===== src/rtl/bram_port_master.sv =====
// BRAM native-port initiator: single-word writes and incrementing read bursts from a
// valid/ready request channel, read words returned on a valid/ready response channel.
module bram_port_master #(
  parameter int ADDR_W = 15,
  parameter int DATA_W = 32,
  parameter int RD_LAT = 2,
  parameter int LEN_W  = 8
) (
  input  logic                host_clk,
  input  logic                host_rstn,
  input  logic                req_valid,
  output logic                req_ready,
  input  logic [DATA_W/8-1:0] req_we,
  input  logic [ADDR_W-1:0]   req_addr,
  input  logic [LEN_W-1:0]    req_len,
  input  logic [DATA_W-1:0]   req_wdata,
  output logic                rsp_valid,
  input  logic                rsp_ready,
  output logic [DATA_W-1:0]   rsp_rdata,
  output logic                rsp_last,
  output logic                bram_clk,
  output logic                bram_rst,
  output logic [ADDR_W-1:0]   bram_addr,
  output logic                bram_en,
  output logic [DATA_W/8-1:0] bram_we,
  output logic [DATA_W-1:0]   bram_din,
  input  logic [DATA_W-1:0]   bram_dout
);

  localparam int BYTE_W = DATA_W / 8;
  localparam logic [ADDR_W-1:0] ALIGN_MASK = ~ADDR_W'(BYTE_W - 1);
  localparam logic [ADDR_W-1:0] ADDR_STEP  = ADDR_W'(BYTE_W);

  typedef enum logic [2:0] {IDLE, WR, RD_ISSUE, RD_WAIT, RD_RESP} state_t;

  state_t              state_q;
  logic                req_ready_q;
  logic                rsp_valid_q;
  logic                rsp_last_q;
  logic [DATA_W-1:0]   rsp_rdata_q;
  logic                bram_en_q;
  logic [BYTE_W-1:0]   bram_we_q;
  logic [ADDR_W-1:0]   bram_addr_q;
  logic [DATA_W-1:0]   bram_din_q;
  logic [LEN_W-1:0]    beats_q;
  logic [2:0]          lat_q;
  logic [ADDR_W-1:0]   next_addr_d;

  // The address register doubles as the burst pointer; wraps modulo 2^ADDR_W.
  assign next_addr_d = bram_addr_q + ADDR_STEP;

  always_ff @(posedge host_clk) begin
    if (!host_rstn) begin
      state_q     <= IDLE;
      req_ready_q <= 1'b0;
      rsp_valid_q <= 1'b0;
      rsp_last_q  <= 1'b0;
      rsp_rdata_q <= '0;
      bram_en_q   <= 1'b0;
      bram_we_q   <= '0;
      bram_addr_q <= '0;
      bram_din_q  <= '0;
      beats_q     <= '0;
      lat_q       <= '0;
    end else begin
      case (state_q)
        IDLE: begin
          if (req_valid && req_ready_q) begin
            req_ready_q <= 1'b0;
            bram_en_q   <= 1'b1;
            bram_we_q   <= req_we;
            bram_addr_q <= req_addr & ALIGN_MASK;
            bram_din_q  <= req_wdata;
            beats_q     <= req_len;
            state_q     <= (req_we != '0) ? WR : RD_ISSUE;
          end else begin
            req_ready_q <= 1'b1;
          end
        end
        WR: begin
          bram_en_q   <= 1'b0;
          bram_we_q   <= '0;
          req_ready_q <= 1'b1;
          state_q     <= IDLE;
        end
        RD_ISSUE: begin
          bram_en_q <= 1'b0;
          lat_q     <= 3'(RD_LAT);
          state_q   <= RD_WAIT;
        end
        // Counts down the BRAM pipeline; the final count is the capture edge.
        RD_WAIT: begin
          if (lat_q <= 3'd1) begin
            rsp_rdata_q <= bram_dout;
            rsp_valid_q <= 1'b1;
            rsp_last_q  <= (beats_q == '0);
            lat_q       <= '0;
            state_q     <= RD_RESP;
          end else begin
            lat_q <= lat_q - 3'd1;
          end
        end
        RD_RESP: begin
          if (rsp_ready) begin
            rsp_valid_q <= 1'b0;
            rsp_last_q  <= 1'b0;
            if (rsp_last_q) begin
              req_ready_q <= 1'b1;
              state_q     <= IDLE;
            end else begin
              beats_q     <= beats_q - LEN_W'(1);
              bram_addr_q <= next_addr_d;
              bram_en_q   <= 1'b1;
              state_q     <= RD_ISSUE;
            end
          end
        end
        default: state_q <= IDLE;
      endcase
    end
  end

  assign req_ready = req_ready_q;
  assign rsp_valid = rsp_valid_q;
  assign rsp_rdata = rsp_rdata_q;
  assign rsp_last  = rsp_last_q;
  assign bram_clk  = host_clk;
  assign bram_rst  = ~host_rstn;
  assign bram_addr = bram_addr_q;
  assign bram_en   = bram_en_q;
  assign bram_we   = bram_we_q;
  assign bram_din  = bram_din_q;

endmodule


===== config.mk =====
export PLATFORM = sky130hd
export DESIGN_NAME = bram_port_master
export DESIGN_NICKNAME = d
export VERILOG_FILES = /design/src/rtl/bram_port_master.sv
export SDC_FILE = /design/constraint.sdc
export NUM_CORES = 1
export LEC_CHECK = 0
export CORE_ASPECT_RATIO = 0.7
export CORE_MARGIN = 5
export CORE_UTILIZATION = 43
export DETAILED_ROUTE_END_ITERATION = 10
export PLACE_DENSITY = 0.91
export SETUP_SLACK_MARGIN = 0.1
export SLEW_MARGIN = 20
export SYNTH_ARGS = -nofsm -noshare
export SYNTH_HDL_FRONTEND = slang
export SYNTH_SLANG_ARGS = --single-unit

===== constraint.sdc =====
create_clock -name host_clk -period 2.04 [get_ports host_clk]
set_clock_uncertainty 0.05 [all_clocks]
set_input_delay 0.408 -clock host_clk [delete_from_list [all_inputs] [get_ports host_clk]]
set_output_delay 0.408 -clock host_clk [all_outputs]
set_load 0.02 [all_outputs]

# After elaboration in Yosys (flattened, before gate mapping)
# Index checks and enable logic that the tools add are counted.
# Widths: inputs -> output; s select.
# op_classes
add_sub_neg,3
n_lt_le_gt_ge,1
eq_ne,9
mux,31
bitwise,1
reduce_logical,19
# ops
operator,n
$mux 15,3
$pmux 15 s2,1
$mux 8,3
$pmux 8 s2,1
$add 15x3->15 const B,1
$mux 3,4
$pmux 3 s4,1
$ne 2x2->1 const B,5
$mux 1,9
$reduce_and 3->1,3
$logic_not 8->1,1
$pmux 4 s2,1
$reduce_and 4->1,2
$reduce_bool 2->1,4
$sub 8x1->8 const B,1
$eq 3x2->1 const B,2
$pmux 1 s3,2
$pmux 3 s2,1
$reduce_and 2->1,3
$reduce_bool 3->1,2
$mux 2,2
$mux 4,1
$pmux 1 s2,2
$reduce_bool 4->1,1
other kinds (8),8
# word_totals
reg_bits,101
in_bits,95
output_inout_bits,89

# Longest topological paths before layout
# logic_depth
word_depth,4
depth_mapped,7

==> reports/metrics.cfg <==
[status]
status=complete, no violations

[worst_setup_path]
worstPathArrival_ns=1.43
crit_family=buffers and inverters
critPathMaxStageDelay_ns=0.64
startpoint_type=flop
cp_data_required_time_ns=1.58
crit_chain=clkdlybuf4s50_1
path_class=reg -> out
cp_slowest_cell=clkdlybuf4s50_1
path_buf_inv=1
critPathMaxFanout=2
endpoint_kind=output port

[sta]
worst_pin_slew_ns=0.9053
tns_ns=0
rsz0062_at_grt=false
max_freq_mhz=529.6
maxSlewHeadroom_pct=39.64
finalCriticalPeriod_ns=1.888
setup_viol=0
period_share_pct=92.56
finalMaxSlewViolations=0
hold_viol=0

[floorplanning]
ios=184
dieArea_um2=12220
row_count=30
initial_core_util_pct=44.40
die_width_um=130.0
dieHeight_um=93.99
coreArea_um2=9759

[place]
gp_congestion=0.8700
place_inst=845
post-dp-hpwl_um=10260
port_buffers=179

[cells_and_area]
areaGrowthSynthToFinish_pct=55.33
final_common_cell=clkdlybuf4s50_1
drive_gt1_share_pct=8.696
final_nets=830
antenna_cells=0
fill_cells=791
layout_common_cells=163 x clkdlybuf4s50_1, 153 x nand2_1, 97 x dfxtp_1
final_util_pct=68.96
fin_cells=864

[yosys]
synth_async_sr_flop_share_pct=0
synth_ff_type=dfxtp_1
ys_seq_area_share_pct=45.74
netlist_area_um2=4333
syn_inst=552
avgSynthCellArea_um2=7.849
ys_seq_elements=99
ys.warnings.count=0
synth-edff-count=0
ys_types=61

[global_routing]
grt_pass1_vias=4478
track_usage_pct=21.95
antenna_found_initial=0
overflow=0
grt_max_degree=85
grt_pass1_wl_um=21500

[job]
drv_cap=0

[pwr]
p_leak_nw=2.397
power.density_nw_per_um2=746.0
peakVddDrop_mv=0.4502
finalPower_mw=5.021

[routing]
wirelength_um=13930
drtPass1Iterations=5
vias=4662
wl_per_cell_um=16.13
initialDrtViolationCount=286
vias_per_cell=5.396
drc_errors=0
ant_nets=0

[clock_network]
clock_latency_ns=0.44
clk_pin_slew_worst_paths_ns=0.07
tritoncts=yes

[hold_path]
hold_class=reg -> reg

synthesized netlist by cell type (2+ instances only):
| cell type | count | area [um^2] |
|---|---|---|
| nand2_1 | 154 | 578.1 |
| dfxtp_1 | 99 | 1982 |
| a21oi_1 | 94 | 470.5 |
| o21ai_0 | 20 | 100.1 |
| nor2_1 | 19 | 71.32 |
| clkbuf_1 | 17 | 63.81 |
| buf_2 | 15 | 75.07 |
| a211oi_1 | 10 | 75.07 |
| inv_1 | 10 | 37.54 |
| nand3_1 | 10 | 50.05 |
| nand4_1 | 7 | 43.79 |
| nor3_1 | 7 | 35.03 |
| buf_4 | 6 | 45.04 |
| o211ai_1 | 5 | 37.54 |
| o31ai_1 | 5 | 37.54 |
| ha_1 | 4 | 50.05 |
| nand2b_1 | 4 | 25.02 |
| or4_1 | 4 | 30.03 |
| a41oi_1 | 3 | 26.28 |
| nand3b_1 | 3 | 22.52 |
| nor4_1 | 3 | 18.77 |
| or3_1 | 3 | 18.77 |
| a311oi_1 | 2 | 17.52 |
| a31o_2 | 2 | 17.52 |
| and2_0 | 2 | 12.51 |
| and3b_1 | 2 | 17.52 |
| and4_1 | 2 | 17.52 |
| buf_6 | 2 | 22.52 |
| nor2b_1 | 2 | 12.51 |
| nor3b_1 | 2 | 15.01 |
| o21a_1 | 2 | 15.01 |
| o22ai_1 | 2 | 12.51 |
| o41ai_1 | 2 | 17.52 |
flip-flops by register name (all words and copies together) (netlist names):
register	count
rsp_rdata	32
bram_en	1
rsp_valid	1
bram_we	4
state_q	3
bram_addr	13
req_ready	1
rsp_last	1
bram_din	32
lat_q	3
beats_q	8
path summary, 6_finish.rpt:
kind / startpoint / to / slack, ns / cells past startpoint
max: bram_we[1] / bram_we[1] / 0.15 / 1
min: rsp_rdata[15] / rsp_rdata[15] / 0.40 / 2
max reg2reg: beats_q[1] / beats_q[6] / 0.20 / 6
min reg2reg: rsp_rdata[15] / rsp_rdata[15] / 0.40 / 2
area by class of cell:
| type | instances | area, um^2 | share of cell area [%] |
|---|---|---|---|
| clock buffers | 14 | 339.1 | 5.038 |
| clock inverters | 6 | 88.84 | 1.320 |
| inverters | 10 | 37.54 | 0.5577 |
| multi-input cells | 403 | 2117 | 31.46 |
| flip-flops and latches | 99 | 1984 | 29.49 |
| well taps | 128 | 160.2 | 2.380 |
| repair buffers | 204 | 2003 | 29.76 |
repair_timing:
action | CTS | global route
setup buffers | 0 | 0
endpoints found under the hold margin | 0 | 0
resized for setup | 16 | 7
setup endpoints to repair | 15 | 7
cloned | 0 | 0
hold buffers | 0 | 0
layer usage:
metal / wire length, um / GRT usage (%) / up-vias
met3: 1271 / 6.761 / 25
met4: 280 / 7.526 / 0
li1: - / - / 2265
met5: 0 / 0 / -
met2: 6761 / 37.05 / 188
met1: 5622 / 26.54 / 2184
power by group:
| part | switching, mW | leakage [nW] | total [mW] | internal [mW] |
|---|---|---|---|---|
| combinational | 0.330 | 1.39 | 0.697 | 0.367 |
| clock | 0.807 | 0.204 | 2.25 | 1.44 |
| sequential | 0.0681 | 0.805 | 2.07 | 2.01 |
| total | 1.21 | 2.40 | 5.02 | 3.82 |
stage by stage:
stage | instance area [um^2] | worst slack [ns] | hold slack (ns)
after floorplan | 4337 | 0.3383 | 0.3905
after global placement | 6311 | -0.1061 | 0.3916
after detailed placement | 6311 | -0.1683 | 0.3987
after CTS | 6714 | 0.1108 | 0.4065
after global routing | 6730 | 0.1003 | 0.4273
final | 6730 | 0.1517 | 0.4040
cell families (layout without fill, tap and decap cells):
family          Yosys count  count (layout)  synth area share [%]
fa+ha+maj                 4               4                 1.155
buf+inv                  51             234                 5.717
compound gates          160             160                 22.06
flops                    99              99                 45.74
other cells               1               2               0.08655
xor+xnor                  1               1                0.2022
simple gates            236             236                 25.04
(Power assumes the default switching activity.)
